$ cat src/rtl/stage2_message_sched.sv
// Beat sequencer for the stage-2 three-lane message mux: emits one m1/m2/m3 select triple per beat.
// Optional STAGE2_SCHED_PERF_EN adds a saturating 16-bit stall_cnt output.
module stage2_message_sched #(
  parameter int unsigned CTRL_W  = 3,
  parameter int unsigned ROUND_W = 8,
  parameter int unsigned STEP_W  = 8
) (
  input  logic               clk,
  input  logic               rst_n,
  input  logic               start,
  input  logic [1:0]         mode,
  input  logic [ROUND_W-1:0] rounds,
  input  logic               abort,
  input  logic               msg_ready,
  output logic               msg_valid,
  output logic [CTRL_W-1:0]  mux_ctrl_m1,
  output logic [CTRL_W-1:0]  mux_ctrl_m2,
  output logic [CTRL_W-1:0]  mux_ctrl_m3,
  output logic [STEP_W-1:0]  step_cnt,
  output logic               busy,
  output logic               done
`ifdef STAGE2_SCHED_PERF_EN
  ,
  output logic [15:0]        stall_cnt
`endif
);

  localparam int unsigned TRIPLE_W = 3 * CTRL_W;
  localparam int unsigned STALL_W  = 16;

  localparam logic [CTRL_W-1:0] SEL_A = CTRL_W'(1);
  localparam logic [CTRL_W-1:0] SEL_D = CTRL_W'(2);
  localparam logic [CTRL_W-1:0] SEL_K = CTRL_W'(3);
  localparam logic [CTRL_W-1:0] SEL_Q = CTRL_W'(4);
  localparam logic [CTRL_W-1:0] SEL_N = CTRL_W'(5);

  typedef enum logic [1:0] {
    ST_IDLE = 2'd0,
    ST_RUN  = 2'd1,
    ST_DONE = 2'd2
  } state_e;

  state_e                state_q, state_d;
  logic [1:0]            mode_q, mode_d;
  logic [STEP_W-1:0]     last_q, last_d;
  logic [STEP_W-1:0]     step_q, step_d;
  logic [STEP_W-1:0]     step_nxt;
  logic                  valid_q, valid_d;
  logic                  busy_q, busy_d;
  logic                  done_q, done_d;
  logic [TRIPLE_W-1:0]   triple_q, triple_d;

  // Select triple {m1,m2,m3} for a given schedule and beat index.
  function automatic logic [TRIPLE_W-1:0] sched_triple(input logic [1:0]        md,
                                                       input logic [STEP_W-1:0] idx);
    logic [TRIPLE_W-1:0] t;
    t = '0;
    case (md)
      2'd0: begin
        case (idx)
          STEP_W'(0): t = {SEL_A, SEL_D, SEL_K};
          STEP_W'(1): t = {SEL_Q, SEL_N, SEL_A};
          default:    t = '0;
        endcase
      end
      2'd1: begin
        case (idx)
          STEP_W'(0): t = {SEL_A, SEL_A, SEL_A};
          STEP_W'(1): t = {SEL_D, SEL_D, SEL_D};
          STEP_W'(2): t = {SEL_K, SEL_K, SEL_K};
          STEP_W'(3): t = {SEL_Q, SEL_Q, SEL_Q};
          STEP_W'(4): t = {SEL_N, SEL_N, SEL_N};
          default:    t = '0;
        endcase
      end
      2'd2: begin
        case (idx)
          STEP_W'(0): t = {SEL_N, SEL_Q, SEL_K};
          STEP_W'(1): t = {SEL_D, SEL_A, SEL_N};
          STEP_W'(2): t = {SEL_K, SEL_K, SEL_Q};
          default:    t = '0;
        endcase
      end
      default: t = {SEL_A, SEL_N, SEL_N};
    endcase
    return t;
  endfunction

  // Index of the final beat; repeat mode treats a zero round count as one beat.
  function automatic logic [STEP_W-1:0] last_index(input logic [1:0]         md,
                                                   input logic [ROUND_W-1:0] rnd);
    logic [STEP_W-1:0] l;
    case (md)
      2'd0:    l = STEP_W'(1);
      2'd1:    l = STEP_W'(4);
      2'd2:    l = STEP_W'(2);
      default: l = (rnd == '0) ? '0 : STEP_W'(rnd - ROUND_W'(1));
    endcase
    return l;
  endfunction

  always_comb begin
    state_d  = state_q;
    mode_d   = mode_q;
    last_d   = last_q;
    step_d   = step_q;
    valid_d  = 1'b0;
    busy_d   = 1'b0;
    done_d   = 1'b0;
    triple_d = '0;
    step_nxt = step_q + STEP_W'(1);
    case (state_q)
      ST_IDLE: begin
        if (start && !abort) begin
          state_d  = ST_RUN;
          mode_d   = mode;
          last_d   = last_index(mode, rounds);
          step_d   = '0;
          valid_d  = 1'b1;
          busy_d   = 1'b1;
          triple_d = sched_triple(mode, '0);
        end
      end
      ST_RUN: begin
        if (abort) begin
          state_d = ST_IDLE;
          step_d  = '0;
        end else if (msg_ready) begin
          if (step_q == last_q) begin
            state_d = ST_DONE;
            step_d  = '0;
            done_d  = 1'b1;
          end else begin
            step_d   = step_nxt;
            valid_d  = 1'b1;
            busy_d   = 1'b1;
            triple_d = sched_triple(mode_q, step_nxt);
          end
        end else begin
          valid_d  = 1'b1;
          busy_d   = 1'b1;
          triple_d = triple_q;
        end
      end
      ST_DONE: state_d = ST_IDLE;
      default: state_d = ST_IDLE;
    endcase
  end

  always_ff @(posedge clk or negedge rst_n) begin
    if (!rst_n) begin
      state_q  <= ST_IDLE;
      mode_q   <= '0;
      last_q   <= '0;
      step_q   <= '0;
      valid_q  <= 1'b0;
      busy_q   <= 1'b0;
      done_q   <= 1'b0;
      triple_q <= '0;
    end else begin
      state_q  <= state_d;
      mode_q   <= mode_d;
      last_q   <= last_d;
      step_q   <= step_d;
      valid_q  <= valid_d;
      busy_q   <= busy_d;
      done_q   <= done_d;
      triple_q <= triple_d;
    end
  end

  assign msg_valid   = valid_q;
  assign busy        = busy_q;
  assign done        = done_q;
  assign step_cnt    = step_q;
  assign mux_ctrl_m1 = triple_q[TRIPLE_W-1 -: CTRL_W];
  assign mux_ctrl_m2 = triple_q[2*CTRL_W-1 -: CTRL_W];
  assign mux_ctrl_m3 = triple_q[CTRL_W-1:0];

`ifdef STAGE2_SCHED_PERF_EN
  logic [STALL_W-1:0] stall_q, stall_d;

  // Saturating count of stalled beats, cleared only by an accepted start.
  always_comb begin
    stall_d = stall_q;
    if (state_q == ST_IDLE && start && !abort) begin
      stall_d = '0;
    end else if (valid_q && !msg_ready && stall_q != '1) begin
      stall_d = stall_q + STALL_W'(1);
    end
  end

  always_ff @(posedge clk or negedge rst_n) begin
    if (!rst_n) begin
      stall_q <= '0;
    end else begin
      stall_q <= stall_d;
    end
  end

  assign stall_cnt = stall_q;
`endif

endmodule

$ cat config.mk
export PLATFORM = sky130hd
export DESIGN_NAME = stage2_message_sched
export DESIGN_NICKNAME = d
export VERILOG_FILES = /design/src/rtl/stage2_message_sched.sv
export SDC_FILE = /design/constraint.sdc
export NUM_CORES = 1
export LEC_CHECK = 0
export ABC_CLOCK_PERIOD_IN_PS = 2100
export BUFFER_PORTS_ARGS = -buffer_cell sky130_fd_sc_hd__buf_2
export CAP_MARGIN = 30
export CORE_MARGIN = 3
export CORE_UTILIZATION = 56
export CTS_CLUSTER_SIZE = 24
export DETAILED_ROUTE_END_ITERATION = 6
export PLACE_DENSITY = 0.78
export SYNTH_ARGS = -nofsm -noshare
export SYNTH_HDL_FRONTEND = slang
export SYNTH_SLANG_ARGS = --single-unit
$ cat constraint.sdc
create_clock -name clk -period 2.1 [get_ports clk]
set_input_delay 0.42 -clock clk [delete_from_list [all_inputs] [get_ports clk]]
set_output_delay 0.42 -clock clk [all_outputs]
set_load 0.005 [all_outputs]
# Yosys cells after proc, flatten, opt, wreduce, memory -nomap -nowiden
# Index checks and enable logic that the tools add are counted.
dict set report word_totals {
  reg_bits 31
  latchBits 0
  ramBits 0
  romBits 0
  input_bits 15
  output_inout_bits 20
  elab_cells 64
  memories 0
}
dict set report classes {
  n_addsub 2
  multipliers 0
  div 0
  n_lt_le_gt_ge 0
  eq_ne 13
  n_shift 0
  muxes 31
  bitwise_logic 0
  reduce_logical 11
}
# op n
set op_table {}
lappend op_table {{case mux 9 bit (3 select lines)} 3}
lappend op_table {{case mux 9 bit (5 select lines)} 1}
lappend op_table {{2-to-1 mux 8 bit} 5}
lappend op_table {{2-to-1 mux 9 bit} 4}
lappend op_table {{case mux 9 bit (2 select lines)} 2}
lappend op_table {{case mux 8 bit (3 select lines)} 1}
lappend op_table {{equality test 8 x 2 -> 1 bit (second input constant)} 2}
lappend op_table {{zero test 8 bit} 2}
lappend op_table {{case mux 8 bit (2 select lines)} 1}
lappend op_table {{adder 8 x 1 -> 8 bit (second input constant)} 1}
lappend op_table {{equality test 8 x 1 -> 1 bit (second input constant)} 1}
lappend op_table {{equality test 8 x 3 -> 1 bit (second input constant)} 1}
lappend op_table {{equality test 8 bit} 1}
lappend op_table {{2-to-1 mux 1 bit} 8}
lappend op_table {{2-to-1 mux 2 bit} 4}
lappend op_table {{subtractor 8 x 1 -> 8 bit (second input constant)} 1}
lappend op_table {{equality test 2 x 1 -> 1 bit (second input constant)} 3}
lappend op_table {{zero test 2 bit} 3}
lappend op_table {{inequality test 3 bit (second input constant)} 2}
lappend op_table {{AND reduction 3 bit} 2}
lappend op_table {{equality test 2 bit (second input constant)} 2}
lappend op_table {{case mux 2 bit (2 select lines)} 1}
lappend op_table {{inequality test 2 bit (second input constant)} 1}
lappend op_table {{case mux 1 bit (2 select lines)} 1}
lappend op_table {{other kinds (4)} 4}

# Longest topological paths before layout
# Gate-level depths: netlist of the first run.
dict set report logic_depth {
  word_depth 8
  ltp_mapped 8
}

# Worst setup path before layout of the first run
# OpenSTA, ideal clock, no wires.
dict set report synth_timing {
  path_kind {register to register}
  start {register step_q[1] (netlist: step_cnt[1])}
  end {register triple_q[8]}
  t_arrival_ns 1.780
  t_required_ns 2.013
  slack_ns 0.234
  stages_incl_launch_ff 7
  path_buffers 0
  period_less_slack_ns 1.866
  path_cell_list {dfrtp_1 ha_1 nand3_1 or4b_1 o21ai_0 o211ai_1 o211ai_1}
}
dict set report synth_via {
  elab_chain_cells 8
}
# item line_no
set synth_lines {}
lappend synth_lines {{from (decl)} 46} ;# logic [STEP_W-1:0] step_q, step_d;
lappend synth_lines {{from (signal assigned)} 164} ;# step_q <= step_d;
lappend synth_lines {{adder 8 x 1 -> 8 bit} 111} ;# step_nxt = step_q + STEP_W'(1);
lappend synth_lines {{equality test 8 x 3 -> 1 bit (tied with other cells)} 67} ;# case (idx)
lappend synth_lines {{case mux 9 bit (5 select lines) (tied with other cells)} 67}
lappend synth_lines {{case mux 9 bit (3 select lines)} 58} ;# case (md)
lappend synth_lines {{2-to-1 mux 9 bit (*)} 129} ;# if (step_q == last_q) begin
lappend synth_lines {{2-to-1 mux 9 bit (*)} 128} ;# end else if (msg_ready) begin
lappend synth_lines {{2-to-1 mux 9 bit (*)} 125} ;# if (abort) begin
lappend synth_lines {{case mux 9 bit (2 select lines) (*)} 112} ;# case (state_q)
lappend synth_lines {{to (signal assigned)} 168} ;# triple_q <= triple_d;
lappend synth_lines {{to (decl)} 51} ;# logic [TRIPLE_W-1:0] triple_q, triple_d;
# Mark *: on every way between the ends. The rest lies on a longest branch, timed or not. The select of a mux whose other input is x is not followed.
# A chain may end at the register's enable or synchronous reset.

# Worst setup path after layout of the first run
dict set report layout_timing {
  start {register step_q[1] (netlist: step_cnt[1])}
  end {register triple_q[7]}
}
dict set report layout_via {
  elab_chain_cells 8
}
# item line_no
set layout_lines {}
lappend layout_lines {{adder 8 x 1 -> 8 bit} 111}
lappend layout_lines {{equality test 8 x 3 -> 1 bit (tied with other cells)} 67}
lappend layout_lines {{case mux 9 bit (5 select lines) / case mux 9 bit (3 select lines) (equally long branches)} {67, 77}}
lappend layout_lines {{case mux 9 bit (3 select lines)} 58}
lappend layout_lines {{2-to-1 mux 9 bit (*)} 129}
lappend layout_lines {{2-to-1 mux 9 bit (*)} 128}
lappend layout_lines {{2-to-1 mux 9 bit (*)} 125}
lappend layout_lines {{case mux 9 bit (2 select lines) (*)} 112}
# Marked as above.

==> results.tsv, run 1 <==
metric	value	unit
status	completed	
post-place setup slack	152.7	ps
DRC	0	
HPWL Detailed	3.666	mm
time the worst path needs with I/O delays and setup	1911	ps
Post-synth ARST share	100.0	%
pin count of the biggest net entering global routing	32	
top cell type's share of synthesized area	37.74	%
CTS clock-pin slew for the worst setup and hold paths	70	ps
initial DRC count	234	
H-tree Lvls	2	
required time of the critical path	2300	ps
CP max stage delay	470	ps
Final WS setup	189.4	ps
wire per inst	15.03	um
Initial Util	59.72	%
share of cells above drive strength 1	23.49	%
Syn. warnings	0	
Overall Power	0.002489	W
Hold Buf Count CTS	0	
Tcrit/Tclk final	90.98	%
CTS tree	done	
Bufs on Longest Clock Path	2	
Pins Over Slew Limit	0	
VDD IR max	501.0	uV
Yosys reg bits	31	
Slew headroom	54.30	%
WP buf/inv	1	
total negative slack	0	ps
Fin. Hold Viols	0	
Slew @ Worst Pin	685.4	ps
area of the multi-input gates	1180	um2
clock sink total	31	
Slowest cell on crit path	dfrtp_1	
Std-Cell Rows	21	
post-synthesis cell count	240	
Final nets	302	
dominant cells by area after synthesis	dfrtp_1 38%, nand2_1 6.2%, o21ai_0 6.1%, xor2_1 4.7%, ha_1 4.3%	
Max Freq	0.5234	GHz
Syn Nets	262	
dominant synthesized flop cell	dfrtp_1	
first-pass GRT wire length	7.976	mm
crit path DAT	2110	ps
Util after Layout	70.45	%
initial antenna violation count	0	
leading area contributor after synthesis	dfrtp_1	
I/O Buffers	34	
root buf cell	clkbuf_8	
Die H	66.59	um
Post-Syn Area per Cell	8.566	um2
DRT Wirelength	4.916	mm
Register Area	775.7	um2
Top delay family on crit path	compound AO/OA/AOI/OAI gates	
diode count	0	
crit path kind	flip-flop to flip-flop	
TritonCTS Buffers	5	
GPL Wtd Cong	0.8889	
vias in the first global route	1672	
EDFF count, synth	0	
Synth top cells by count	34 x nand2_1, 31 x dfrtp_1, 25 x o21ai_0	
vias per std cell	5.823	
Max-Cap Viols	0	
Leakage	1.161	nW
count of final setup violators	0	
gr usage total	24.39	%
crit path max fanout	8	
critical path endpoint category	flip-flop	
first drt pass iteration count	4	
unrepaired setup endpoints after global routing	false	
Post-Route Skew	12.93	ps
die area	4434	um2
startpoint class of the critical path	flip-flop	
Yosys cell types	44	
detailed-route via count	1904	
Post-Syn Area	2056	um2
Hold/Removal Path Class	input pin to asynchronous set/reset pin	
P&R area growth vs syn	17.96	%
die width	66.59	um
Core Area	3442	um2
count leader, synth	nand2_1	
post-route ant nets	0	
fillers	285	
grt total ovfl	0	
Pwr per Cell Area	1026	nW/um2
Boundary Pins	35	
Cell Chain, Critical Path	buf_4 -> and4_2 -> mux2i_1 -> o22ai_4 -> nand3_1 -> o31ai_1	
Seq/Total Area, Yosys	37.74	%
R2R Setup Slk	190	ps
clock latency on the worst-skew pair	300	ps
## layer usage
| metal | global-route usage [%] | part of all wire (%) | wire length [um] | vias to the layer above |
|---|---|---|---|---|
| met1 | 30.95 | 42 | 2084 | 891 |
| met5 | 0 | 0 | 0 | - |
| li1 | - | - | - | 940 |
| met4 | 12.18 | 3.7 | 181 | 0 |
| met2 | 38.12 | 48 | 2358 | 59 |
| met3 | 6.408 | 5.9 | 291 | 14 |
## state kept, by name, indices dropped and copies added (netlist names)
| register | count |
|---|---|
| done | 1 |
| mode_q | 2 |
| last_q | 8 |
| triple_q | 9 |
| step_cnt | 8 |
| state_q | 2 |
| busy | 1 |
## layout make-up
class / instances / area share (%)
clock buffers: 6 / 3.406
clock inverters: 2 / 1.445
inverters: 7 / 1.084
multi-input cells: 188 / 48.66
flip-flops and latches: 31 / 31.99
well taps: 46 / 2.374
repair buffers: 47 / 11.04
## through the flow
step	instance area (um2)	hold slack, ps	std cells
detailed placement	2305	479.0	319
global placement	2305	459.3	319
global route	2425	210.3	327
finish	2425	160.7	327
CTS	2422	181.6	327
floorplan	2056	124.4	240
## final timing paths
check	from	end	cells past startpoint
setup / recovery	step_cnt[1]	triple_q[7]	6
hold / removal	rst_n	triple_q[4]	1
setup reg to reg	step_cnt[1]	triple_q[7]	6
hold reg to reg	triple_q[1]	triple_q[1]	2
max in group asynchronous	rst_n	last_q[3]	1
min in group clk	rounds[7]	last_q[7]	3
## cell usage in the layout, fill, tap and decap left out, drive strengths merged, types with 2 or more instances in the layout
master,synthesis,routed
a21o,2,2
a21oi,16,16
a22o,3,3
a22oi,2,2
a31oi,2,2
and2,2,2
and3,3,3
buf,7,47
clkbuf,7,6
dfrtp,31,31
ha,7,7
inv,7,7
mux2i,5,5
nand2,34,34
nand2b,2,2
nand3,10,10
nand4,3,3
nor2,16,16
nor3,5,5
nor4,10,10
nor4b,2,2
o211ai,5,5
o21ai,25,25
o22ai,2,2
o31ai,5,5
or3,2,2
xnor2,5,5
xor2,11,11
## timing repair
action                     4_1_cts  5_1_grt
setup buffers                    0        0
setup endpoints to repair        0        4
hold endpoints to repair         0        0
gates resized for setup          0        1
## report_power, final
group	internal, W	total, W	switching (W)
Clock	0.000384	0.000614	0.000231
Combinational	0.000418	0.000996	0.000578
Sequential	0.000743	0.000878	0.000136
Total	0.00154	0.00249	0.000945
## logic make-up after synthesis
logic type	share of synthesized area, %
multiplexers	2.982
buffers and inverters	5.295
XOR/XNOR	6.817
AND/OR/NAND/NOR	23.01
adder cells (fa/ha/maj)	4.260
flip-flops	37.74
AO/OA/AOI/OAI	19.90
Power figures use the tool's default switching activity.
==> inputs of run 2 (changes only) <==
--- a/config.mk
+++ b/config.mk
@@ -8,10 +8,11 @@
 export ABC_CLOCK_PERIOD_IN_PS = 2100
 export BUFFER_PORTS_ARGS = -buffer_cell sky130_fd_sc_hd__buf_2
 export CAP_MARGIN = 30
-export CORE_MARGIN = 3
+export CORE_MARGIN = 2
 export CORE_UTILIZATION = 56
 export CTS_CLUSTER_SIZE = 24
 export DETAILED_ROUTE_END_ITERATION = 6
+export GPL_ROUTABILITY_DRIVEN = 0
 export PLACE_DENSITY = 0.78
 export SYNTH_ARGS = -nofsm -noshare
 export SYNTH_HDL_FRONTEND = slang
==> run 2 against run 1 <==
Effect of this change:
- power up 0.35%
- largest power group unchanged
- critical path type unchanged
- critical endpoint is now triple_q[2]
- first-iteration DRC count down 42%
- sequential share of layout area down 0.11 points
- global-route usage up 0.33 points
- clock power about the same
- maximum frequency down 2.4%
==> results.tsv, run 2 (synthesized netlist as in run 1, its figures left out) <==
metric	value	unit
required time of the critical path	2260	ps
initial antenna violation count	0	
Overall Power	0.002497	W
Post-Route Skew	10.20	ps
clock sink total	31	
Final nets	303	
clock power share	24.6	%
pin count of the biggest net entering global routing	32	
Pins Over Slew Limit	0	
post-route ant nets	0	
Std-Cell Rows	22	
die area	4172	um2
share of cells above drive strength 1	24.11	%
fillers	313	
Bufs on Longest Clock Path	2	
DRT Wirelength	4.727	mm
Pwr per Cell Area	1025	nW/um2
detailed-route via count	1938	
first drt pass iteration count	5	
initial DRC count	136	
Slowest cell on crit path	dfrtp_1	
root buf cell	clkbuf_8	
Switching Share	37.48	%
VDD IR max	571.7	uV
sequential power share	35.4	%
clock latency on the worst-skew pair	290	ps
Hold/Removal Path Class	input pin to asynchronous set/reset pin	
vias per std cell	5.873	
Largest register FFs	9	
Max-Cap Viols	0	
post-cts resize count	0	
gr usage total	24.72	%
WP buf/inv	0	
unrepaired setup endpoints after global routing	false	
Tcrit/Tclk final	93.26	%
TritonCTS Buffers	5	
first-pass GRT wire length	7.803	mm
Leakage	1.166	nW
H-tree Lvls	2	
startpoint class of the critical path	flip-flop	
crit path DAT	2120	ps
CP max stage delay	510	ps
I/O Buffers	34	
Core Area	3606	um2
Slew headroom	54.03	%
combinational power share	40.0	%
P&R area growth vs syn	18.56	%
wire per inst	14.32	um
time the worst path needs with I/O delays and setup	1958	ps
Initial Util	57.01	%
diode count	0	
Hold Buf Count CTS	0	
count of final setup violators	0	
Hold WS	162.0	ps
largest register by flop count	triple_q	
Fin. Hold Viols	0	
status	completed	
Top delay family on crit path	flip-flops	
die width	64.59	um
CTS tree	done	
Slew @ Worst Pin	689.5	ps
DRC	0	
Boundary Pins	35	
Cell Chain, Critical Path	ha_1 -> xor2_1 -> mux2i_1 -> nor3_1 -> o31ai_1 -> a21oi_1	
setup bufs post-CTS	0	
critical path endpoint category	flip-flop	
Max Freq	0.5106	GHz
Net Switching	0.0009360	W
grt total ovfl	0	
most frequent cells in the layout	34 x nand2_1, 34 x buf_2, 30 x dfrtp_1, 25 x o21ai_0, 16 x nor2_1	
crit path kind	flip-flop to flip-flop	
crit path max fanout	7	
Die H	64.59	um
HPWL Detailed	3.609	mm
internal power	0.001561	W
vias in the first global route	1753	
total negative slack	0	ps
CTS clock-pin slew for the worst setup and hold paths	70	ps
run 2: cell count changes in the layout (fill, tap and decap cells not counted), sizes merged:
cell	change
buf	+1
run 2: final cells by class:
class,count,area (um2),share of cell area [%]
Multi-Input combinational cell,188,1181,48.46
Sequential cell,31,777.0,31.88
Timing Repair Buffer,48,275.3,11.29
Clock buffer,6,82.58,3.388
Tap cell,48,60.06,2.464
Clock inverter,2,35.03,1.437
Inverter,7,26.28,1.078
run 2: power groups by stage:
stage | clock network, W | registers (W) | logic, W
global route | 0.000646 | 0.000902 | 0.00111
CTS | 0.000618 | 0.000882 | 0.000998
finish | 0.000615 | 0.000884 | 0.000999
detailed placement | 0 | 0.000893 | 0.000996
floorplan | 0 | 0.000853 | 0.000702
global placement | 0 | 0.000883 | 0.000976
run 2: through the flow:
stage          area [um2]  utilization, %  cells  setup WS [ps]
2_1_floorplan        2056               -    240          233.8
3_3_place_gp         2315           64.19    322          105.3
3_5_place_dp         2315           64.19    322          91.14
4_1_cts              2432           67.45    330          65.89
5_1_grt              2437           67.59    330          16.69
6_report             2437           67.59    330          141.5
run 2: worst paths after layout:
check	start	slack, ps	cells past startpoint	to
worst max-delay path	step_cnt[0]	140	6	triple_q[2]
worst min-delay path	rst_n	160	1	triple_q[0]
worst min register to register	triple_q[7]	490	2	triple_q[7]
min in group clk	rounds[7]	450	3	last_q[7]
max in group asynchronous	rst_n	1450	1	step_cnt[1]
worst max register to register	step_cnt[0]	140	6	triple_q[2]
run 2: metal layers:
layer | GRT usage [%] | wire, um
met5 | 0 | 0
met4 | 9.574 | 86
met3 | 6.250 | 244
met2 | 41.67 | 2330
met1 | 30.50 | 2066
==> inputs of run 3 (changes only) <==
==> constraint.sdc (replaced) <==
create_clock -name clk -period 2.1 [get_ports clk]
set_input_delay 0.315 -clock clk [delete_from_list [all_inputs] [get_ports clk]]
set_output_delay 0.315 -clock clk [all_outputs]
set_load 0.005 [all_outputs]
==> run 3 against run 2 <==
Effect of this change:
- critical path depth down 2
- clock skew about the same
- count of clock-buffer cells in the layout up 1
- final cell count down 0.30%
- register-to-register slack better by 30 ps
- core utilization down 1.2 points
- combinational power down 0.5%
- maximum frequency up 1.6%
- sequential power about the same
- setup slack better by 32 ps
- global-route usage up 1.3 points
- sequential share of layout area up 0.64 points
- critical path type unchanged
==> results.tsv, run 3 (synthesized netlist as in run 1, its figures left out) <==
metric	value	unit
startpoint class of the critical path	flip-flop	
clock latency on the worst-skew pair	300	ps
DRT Wirelength	4.743	mm
Tcrit/Tclk final	91.76	%
TritonCTS Buffers	5	
Slew headroom	54.40	%
time the worst path needs with I/O delays and setup	1927	ps
Die H	64.59	um
crit path DAT	2100	ps
vias per std cell	5.799	
first drt pass iteration count	4	
Final nets	302	
Max-Cap Viols	0	
largest register by flop count	triple_q	
Cell Chain, Critical Path	xor2_1 -> nor4_2 -> a21oi_2 -> or3_1	
Initial Util	57.01	%
Post-Route Skew	9.969	ps
H-tree Lvls	2	
Util after Layout	66.38	%
detailed-route via count	1908	
post-route ant nets	0	
VDD IR max	520.5	uV
Hold/Removal Path Class	input pin to asynchronous set/reset pin	
CTS clock-pin slew for the worst setup and hold paths	70	ps
Bufs on Longest Clock Path	2	
die width	64.59	um
setup bufs post-CTS	0	
grt total ovfl	0	
R2R Setup Slk	170	ps
share of cells above drive strength 1	23.49	%
clock sink total	31	
cells on worst reg2reg path	4	
FF-to-FF End	busy	
Leakage	1.139	nW
unrepaired setup endpoints after global routing	false	
initial DRC count	161	
P&R area growth vs syn	16.43	%
Pwr per Cell Area	974.5	nW/um2
Core Area	3606	um2
Boundary Pins	35	
diode count	0	
critical path endpoint category	flip-flop	
I/O Buffers	34	
DRC	0	
Fin. Hold Viols	0	
initial antenna violation count	0	
Max Freq	0.5190	GHz
gr usage total	26.00	%
post-place setup slack	110.4	ps
Hold Buf Count CTS	0	
Slew @ Worst Pin	684.0	ps
wire per inst	14.42	um
CP max stage delay	490	ps
Pins Over Slew Limit	0	
root buf cell	clkbuf_8	
Slowest cell on crit path	dfrtp_2	
R2R Path Start	step_cnt[1]	
most frequent cells in the layout	34 x nand2_1, 34 x buf_2, 29 x dfrtp_1, 25 x o21ai_0, 16 x nor2_1	
post-cts resize count	0	
pin count of the biggest net entering global routing	32	
vias in the first global route	1826	
count of final setup violators	0	
crit path max fanout	11	
Largest register FFs	9	
die area	4172	um2
CTS tree	done	
first-pass GRT wire length	8.259	mm
crit path kind	flip-flop to flip-flop	
HPWL Detailed	3.592	mm
required time of the critical path	2270	ps
Final WS setup	173.1	ps
total negative slack	0	ps
Std-Cell Rows	22	
status	completed	
-- run 3: metrics by stage --
stage,area (um2),hold WS [ps],std cells,power [W]
2_1_floorplan,2056,19.41,240,0.001555
3_3_place_gp,2307,390.1,321,0.001856
3_5_place_dp,2307,393.7,321,0.001882
4_1_cts,2389,78.74,329,0.002337
5_1_grt,2394,129.5,329,0.002496
6_report,2394,53.87,329,0.002333
-- run 3: worst max-delay path, delay by kind of cell (launching register included) --
family	cells	cell delay [ps]
AOI/OAI and AO/OA	1	220
xor gates and xnor gates	1	180
DFF	1	490
and+or+nand+nor	2	900
-- run 3: final cells by class --
type / instances / area, um2
repair buffers: 47 / 267.8
multi-input cells: 188 / 1180
clock buffers: 7 / 76.32
clock inverters: 1 / 5.005
flip-flops and latches: 31 / 778.2
inverters: 7 / 26.28
fillers: 341 / 1212
well taps: 48 / 60.06
-- run 3: report_power, final --
| part | internal, W | switching, W | total [W] | leakage [nW] |
|---|---|---|---|---|
| registers | 0.000745 | 0.000139 | 0.000884 | 0.413 |
| clock network | 0.000232 | 0.000223 | 0.000455 | 0.0422 |
| logic | 0.000431 | 0.000563 | 0.000994 | 0.684 |
| total | 0.00141 | 0.000925 | 0.00233 | 1.14 |
-- run 3: per-layer routing --
| metal | track usage [%] | wire, um | up-vias |
|---|---|---|---|
| met4 | 11.70 | 92 | 0 |
| met5 | 0 | 0 | - |
| met3 | 4.688 | 192 | 8 |
| met2 | 44.27 | 2442 | 59 |
| met1 | 32.17 | 2016 | 900 |
| li1 | - | - | 941 |
-- run 3: worst max path at each step --
stage	cells past startpoint	start	slack (ps)	end
5_1_grt	6	step_cnt[1]	40	triple_q[7]
3_5_place_dp	6	step_cnt[1]	110	triple_q[2]
2_1_floorplan	6	step_cnt[1]	230	triple_q[8]
6_report	4	step_cnt[1]	170	busy
4_1_cts	6	step_cnt[1]	80	triple_q[2]
3_3_place_gp	6	step_cnt[1]	90	triple_q[2]
